**src/rtl/mem_arbiter.sv**
```systemverilog
// mem_arbiter: round-robin arbiter that lets a CPU (rq0) and a DMA loader (rq1)
// share one fixed-latency memory port. Only one transaction is in flight at a
// time: IDLE picks a winner and latches its request, ACCESS drives the memory
// for LAT cycles and captures the read data in its last cycle, and RESP returns
// a one-cycle ack plus the captured data to the winner.
// All outputs come straight from flops, so a reset drops them immediately.
module mem_arbiter #(
  parameter int N   = 64,  // data/address width in bits
  parameter int LAT = 1    // memory read latency in cycles, legal range 1..4
) (
  input  logic         clk,
  input  logic         reset,         // asynchronous, active-low
  // requester 0 (CPU)
  input  logic         rq0_req,
  input  logic [1:0]   rq0_memwrite,
  input  logic         rq0_dword,
  input  logic [N-1:0] rq0_adr,
  input  logic [N-1:0] rq0_wdata,
  output logic         rq0_ack,
  output logic [N-1:0] rq0_rdata,
  // requester 1 (DMA loader)
  input  logic         rq1_req,
  input  logic [1:0]   rq1_memwrite,
  input  logic         rq1_dword,
  input  logic [N-1:0] rq1_adr,
  input  logic [N-1:0] rq1_wdata,
  output logic         rq1_ack,
  output logic [N-1:0] rq1_rdata,
  // memory side
  output logic         mem_en,
  output logic [N-1:0] mem_adr,
  output logic [N-1:0] mem_wdata,
  output logic [1:0]   mem_memwrite,
  output logic         mem_dword,
  input  logic [N-1:0] mem_rdata,
  // status
  output logic         owner,
  output logic         busy
);

  localparam logic [1:0] ST_IDLE   = 2'd0;
  localparam logic [1:0] ST_ACCESS = 2'd1;
  localparam logic [1:0] ST_RESP   = 2'd2;

  // The counter is loaded on grant and counts down to zero across ACCESS.
  localparam logic [1:0] CNT_INIT = 2'(LAT - 1);

  // control state
  logic [1:0]   state_q, state_d;
  logic [1:0]   cnt_q, cnt_d;
  logic         ptr_q, ptr_d;      // requester served last
  logic         owner_q, owner_d;

  // latched transaction and captured read data
  logic [1:0]   memwrite_q, memwrite_d;
  logic         dword_q, dword_d;
  logic [N-1:0] adr_q, adr_d;
  logic [N-1:0] wdata_q, wdata_d;
  logic [N-1:0] rdata_q, rdata_d;

  // registered outputs
  logic         mem_en_q, mem_en_d;
  logic [1:0]   mem_memwrite_q, mem_memwrite_d;
  logic         ack0_q, ack0_d;
  logic         ack1_q, ack1_d;
  logic         busy_q, busy_d;

  // arbitration helpers
  logic         any_req_s;
  logic         win_s;

  // Round-robin choice: a lone requester wins; on a tie the one not served last wins.
  always_comb begin
    any_req_s = rq0_req | rq1_req;
    if (rq0_req && rq1_req) begin
      win_s = ~ptr_q;
    end else if (rq1_req) begin
      win_s = 1'b1;
    end else begin
      win_s = 1'b0;
    end
  end

  // Next-state logic: grant and latch in IDLE, count down in ACCESS, one RESP cycle.
  always_comb begin
    state_d    = state_q;
    cnt_d      = cnt_q;
    ptr_d      = ptr_q;
    owner_d    = owner_q;
    memwrite_d = memwrite_q;
    dword_d    = dword_q;
    adr_d      = adr_q;
    wdata_d    = wdata_q;
    rdata_d    = rdata_q;
    case (state_q)
      ST_IDLE: begin
        if (any_req_s) begin
          state_d = ST_ACCESS;
          cnt_d   = CNT_INIT;
          ptr_d   = win_s;
          owner_d = win_s;
          if (win_s) begin
            memwrite_d = rq1_memwrite;
            dword_d    = rq1_dword;
            adr_d      = rq1_adr;
            wdata_d    = rq1_wdata;
          end else begin
            memwrite_d = rq0_memwrite;
            dword_d    = rq0_dword;
            adr_d      = rq0_adr;
            wdata_d    = rq0_wdata;
          end
        end else begin
          state_d = ST_IDLE;
        end
      end
      ST_ACCESS: begin
        if (cnt_q == 2'd0) begin
          rdata_d = mem_rdata;
          state_d = ST_RESP;
        end else begin
          cnt_d = cnt_q - 2'd1;
        end
      end
      ST_RESP: begin
        state_d = ST_IDLE;
      end
      default: begin
        state_d = ST_IDLE;
      end
    endcase
  end

  // Output decode from the next state so every output leaves a flop.
  always_comb begin
    mem_en_d = (state_d == ST_ACCESS);
    // The write class is presented only in the first ACCESS cycle.
    if ((state_q == ST_IDLE) && (state_d == ST_ACCESS)) begin
      mem_memwrite_d = memwrite_d;
    end else begin
      mem_memwrite_d = 2'b00;
    end
    ack0_d = (state_d == ST_RESP) && (owner_d == 1'b0);
    ack1_d = (state_d == ST_RESP) && (owner_d == 1'b1);
    busy_d = (state_d != ST_IDLE);
  end

  // Control registers; after reset the CPU wins the first tie (ptr=1).
  always_ff @(posedge clk or negedge reset) begin
    if (!reset) begin
      state_q <= ST_IDLE;
      cnt_q   <= 2'd0;
      ptr_q   <= 1'b1;
      owner_q <= 1'b0;
    end else begin
      state_q <= state_d;
      cnt_q   <= cnt_d;
      ptr_q   <= ptr_d;
      owner_q <= owner_d;
    end
  end

  // Latched request fields and captured read data.
  always_ff @(posedge clk or negedge reset) begin
    if (!reset) begin
      memwrite_q <= 2'b00;
      dword_q    <= 1'b0;
      adr_q      <= '0;
      wdata_q    <= '0;
      rdata_q    <= '0;
    end else begin
      memwrite_q <= memwrite_d;
      dword_q    <= dword_d;
      adr_q      <= adr_d;
      wdata_q    <= wdata_d;
      rdata_q    <= rdata_d;
    end
  end

  // Output registers; reset clears strobes and acks at once, aborting any access.
  always_ff @(posedge clk or negedge reset) begin
    if (!reset) begin
      mem_en_q       <= 1'b0;
      mem_memwrite_q <= 2'b00;
      ack0_q         <= 1'b0;
      ack1_q         <= 1'b0;
      busy_q         <= 1'b0;
    end else begin
      mem_en_q       <= mem_en_d;
      mem_memwrite_q <= mem_memwrite_d;
      ack0_q         <= ack0_d;
      ack1_q         <= ack1_d;
      busy_q         <= busy_d;
    end
  end

  assign rq0_ack      = ack0_q;
  assign rq1_ack      = ack1_q;
  assign rq0_rdata    = rdata_q;
  assign rq1_rdata    = rdata_q;
  assign mem_en       = mem_en_q;
  assign mem_memwrite = mem_memwrite_q;
  assign mem_adr      = adr_q;
  assign mem_wdata    = wdata_q;
  assign mem_dword    = dword_q;
  assign owner        = owner_q;
  assign busy         = busy_q;

endmodule

```
**config.mk**
```make
export PLATFORM = sky130hd
export DESIGN_NAME = mem_arbiter
export DESIGN_NICKNAME = d
export VERILOG_FILES = /design/src/rtl/mem_arbiter.sv
export SDC_FILE = /design/constraint.sdc
export NUM_CORES = 1
export LEC_CHECK = 0
export CORE_AREA = 2 2 233 235
export DETAILED_ROUTE_END_ITERATION = 8
export DIE_AREA = 0 0 235 237
export PLACE_DENSITY = 0.57
export SYNTH_ARGS = -nofsm -noshare
export SYNTH_HDL_FRONTEND = slang
export SYNTH_SLANG_ARGS = --single-unit
export TNS_END_PERCENT = 100
```
**constraint.sdc**
```tcl
create_clock -name clk -period 4.1 [get_ports clk]
set_input_delay 0.615 -clock clk [delete_from_list [all_inputs] [get_ports clk]]
set_output_delay 0.615 -clock clk [all_outputs]
set_load 0.02 [all_outputs]
```
* Word level (Yosys, flattened, before mapping)
Cells that the tools add are included.
Storage, ports and cells: output and inout port bits 264, logic and storage cells 51, flip-flop bits (word level) 207, bits of input ports 330
Operators by class: bitwise gates (word level) 3, multiplexer cells 17, equal/unequal tests 5, add/sub/neg operators 1, reductions and logical operators 11
Operators with widths (count):
- 64-bit 2-to-1 mux | 2
- 2-bit 2-to-1 mux | 7
- 2-bit one-hot mux with 2 select lines | 2
- 1-bit 2-to-1 mux | 6
- 2-bit by 1-bit equality test with 1-bit output, second input constant | 2
- 1-bit logical AND | 4
- 2-bit zero test | 2
- 2-bit inequality test, second input constant | 2
- 2-bit AND reduction | 2
- 2-bit nonzero test | 2
- 3-bit AND reduction | 1
- 2-bit equality test, second input constant | 1
- 1-bit inverter | 2
- 2-bit by 1-bit subtractor with 2-bit output, second input constant | 1
- 1-bit OR | 1

* Logic depth before layout (Yosys ltp)
depth after elaboration 6, depth in mapped cells 7, mapped depth without buffers 5

* Worst setup path after synthesis
No wires, ideal clock.
kind input -> register, start point input port rq1_req, end point register adr_q[22] (netlist: mem_adr[22]), setup slack 2.175 ns, buffers on the path 3, arrival 1.800 ns, data required time 3.975 ns, library setup time 0.125 ns, stages on the path 6, cells stage by stage a21bo_1 -> clkbuf_1 -> buf_6 -> buf_6 -> mux2_1 -> mux2_2
Between the ends: cells in the longest elaborated chain, start to end 3, elaborated cells on any way between the ends 6, those cells by class mux (3); bitwise (1); reduce/logical (2)
Ends and longest elaborated chain:
- from (decl) | line 22 | input logic rq1_req,
- 1-bit 2-to-1 mux or 1-bit logical AND (tied branches) | line 77, 75
- 1-bit 2-to-1 mux | line 75 | if (rq0_req && rq1_req) begin
- 64-bit 2-to-1 mux | line 102 | if (win_s) begin
- to (signal assigned) | line 174 | adr_q <= adr_d;
- to (decl) | line 57 | logic [N-1:0] adr_q, adr_d;
Several ways; a longest one is shown, not always the timed one. A chain may end at the register's enable or synchronous reset.

* Worst setup path after layout
start point input port rq0_req, end point register wdata_q[45] (netlist: mem_wdata[45])
Between the ends: cells in the longest elaborated chain, start to end 3, elaborated cells on any way between the ends 5, those cells by class mux (2); bitwise (1); reduce/logical (2)
Ends and longest elaborated chain:
- from (decl) | line 14 | input logic rq0_req,
- 1-bit logical AND | line 75
- 1-bit 2-to-1 mux | line 75
- 64-bit 2-to-1 mux | line 102
- to (signal assigned) | line 175 | wdata_q <= wdata_d;
- to (decl) | line 58 | logic [N-1:0] wdata_q, wdata_d;
Several ways; a longest one is shown, not always the timed one.

==> results.json <==
{
  "wire_per_inst_um": 16.4,
  "nets": 1532,
  "synth-xor-area-share_pct": 0,
  "end_kind": "flop",
  "final.min_clock_period_ns": 2.40,
  "cts_buffer_depth": 3,
  "finalMaxSlewViolations": 0,
  "synthAdderAreaFrac_pct": 0.130,
  "final_hold_viol_count": 0,
  "clock_latency_ns": 0.55,
  "syn_avg_cell_area_um2": 14.7,
  "antenna_found_initial": 0,
  "slew_headroom_pct": 39.4,
  "core_mm2": 0.0533,
  "port-buffer-count": 593,
  "die_h_um": 237,
  "path_class": "in -> reg",
  "cts_setup_buffers": 0,
  "arrival_ns": 2.82,
  "cts-root-buf": "clkbuf_16",
  "cts-hold-fix-buffers": 0,
  "fmax_ghz": 0.417,
  "finish.utilization_pct": 31.8,
  "postRouteAntennaNets": 0,
  "grt-ovfl-total": 0,
  "die_area_mm2": 0.0557,
  "syn2layout_area_growth_pct": 75.4,
  "cts_tree": "built",
  "finalSetupViolations": 0,
  "yosysWarnings": 0,
  "grt_pass1_wl_um": 47300,
  "antenna_cells": 0,
  "syn_inst": 656,
  "worstPathRequired_ns": 4.52,
  "layout-drive-gt1-share_pct": 25.1,
  "synth_simple_gate_area_share_pct": 0.506,
  "post_cts_resized": 0,
  "final_cell_mix": "592 x clkdlybuf4s50_1, 234 x mux2_2, 204 x dfrtp_1",
  "grt_pass1_vias": 8006,
  "tns_ns": 0,
  "pwr_density_cell_mw_per_mm2": 788,
  "hpwl_um": 24100,
  "dr.pass1.iters": 4,
  "drc_errors": 0,
  "synth.distinct_cells": 22,
  "final_common_cell": "clkdlybuf4s50_1",
  "rows": 85,
  "initial_core_util_pct": 18.1,
  "synth_compound_area_share_pct": 0.739,
  "final_area_mm2": 0.0169,
  "detail_route.iter0.violations": 142,
  "drt_wl_total_um": 31400,
  "numCtsBuffers": 27,
  "ys_seq_area_share_pct": 53.2,
  "clock_skew_ns": 0.0163,
  "synthMuxAreaShare_pct": 37.9,
  "syn-cell-area_mm2": 0.00965,
  "path_clk_slew_ns": 0.06,
  "grt_max_degree": 91,
  "vias": 7194,
  "die_x_um": 235,
  "tightest_slew_ns": 0.908,
  "hold_path_class": "in -> async",
  "max_cap_viol_count": 0,
  "ir_drop_mv": 0.402,
  "crit_fanout": 44,
  "fin_cells": 1917,
  "dpl-instance-area_mm2": 0.0160,
  "crit_path_start_kind": "input port",
  "dp_cells": 1868,
  "routabilityCongestion": 0.757,
  "viasPerCell": 3.75,
  "rsz0062_at_grt": "false",
  "power_mw": 13.3,
  "leakage_nw": 6.70,
  "syn-num-nets": 987,
  "fin_crit_sh_pct": 58.5,
  "synth_top_family_by_area": "multiplexers",
  "grtUsageTotal_pct": 10.8,
  "outcome": "complete, no violations",
  "cts_sinks": 205,
  "synth_seq_cells": 205,
  "htree_levels": 1,
  "io-pin-count": 594
}
==> cell families (layout without fill, tap and decap cells) <==
| family | after synthesis | count (layout) |
|---|---|---|
| AND/OR/NAND/NOR | 9 | 9 |
| flip-flops | 205 | 205 |
| multiplexers | 325 | 325 |
| adder cells (fa/ha/maj) | 1 | 1 |
| buffers and inverters | 105 | 670 |
| AO/OA/AOI/OAI | 11 | 11 |
==> report_power, final <==
group          internal [mW]  switching [mW]  total (mW)
Clock                   1.53           0.910        2.44
Combinational           3.86            3.30        7.15
Sequential              3.07           0.669        3.74
==> Yosys cell counts, drive strengths merged <==
cell	instances	area (um2)
a21bo	1	10.0
clkbuf	10	37.5
o21a	1	7.51
mux2	322	3630
buf	90	673
o21ai	1	5.00
o31ai	2	15.0
nand3b	1	7.51
mux2i	3	30.0
a21oi	3	15.0
nor2	5	18.8
or3b	2	17.5
o22ai	2	12.5
a31oi	1	6.26
ha	1	12.5
inv	5	18.8
dfrtp	204	5100
nor3	1	5.00
dfstp	1	26.3
==> per-layer routing <==
metal / track usage, % / up-vias / wire length, um
met3: 3.98 / 43 / 2710
met4: 2.99 / 0 / 824
met1: 11.6 / 3471 / 11700
li1: - / 3339 / -
met5: 0 / - / 0
met2: 19.8 / 341 / 16100
==> cell type report <==
cell class                 instances  area, um2
clock buffer                      43        846
clock inverter                     6       87.6
fill                            5374      36400
inverter                           5       18.8
multi-input combinational        346       3810
sequential                       205       5130
tap                              696        871
timing repair buffer             616       6160
==> registers in the layout, indices dropped and copies added (netlist names), 2 cells and up <==
signal	count
mem_adr	64
mem_memwrite	2
mem_wdata	64
state_q	2
rq0_rdata	64
cnt_q	2
==> critical path, stage by stage <==
cell and delay (ns):
clkdlybuf4s50_1 0.60, a21bo_4 0.56, buf_12 0.32, mux2_1 0.36
mux2_2 0.26
==> through the flow <==
stage          worst slack (ns)  hold slack, ns
2_1_floorplan              2.18           0.319
3_3_place_gp               1.13           0.463
3_5_place_dp               1.10           0.467
4_1_cts                    1.68           0.116
5_1_grt                    1.60           0.133
6_report                   1.70          0.0958
==> final timing paths <==
check,cells after the start,slack (ns),end,start
setup / recovery,5,1.70,mem_wdata[45]$_DFFE_PN0N_,rq0_req
hold / removal,1,0.1,mem_wdata[20]$_DFFE_PN0N_,reset
setup reg to reg,4,1.84,mem_wdata[45]$_DFFE_PN0N_,ptr_q$_DFFE_PN1N_
hold reg to reg,1,0.47,cnt_q[0]$_DFFE_PN0P_,cnt_q[0]$_DFFE_PN0P_
max in group asynchronous,2,3.02,ptr_q$_DFFE_PN1N_,reset
min in group clk,1,0.47,cnt_q[0]$_DFFE_PN0P_,cnt_q[0]$_DFFE_PN0P_
Note: power is estimated with default switching activity, not from simulation.
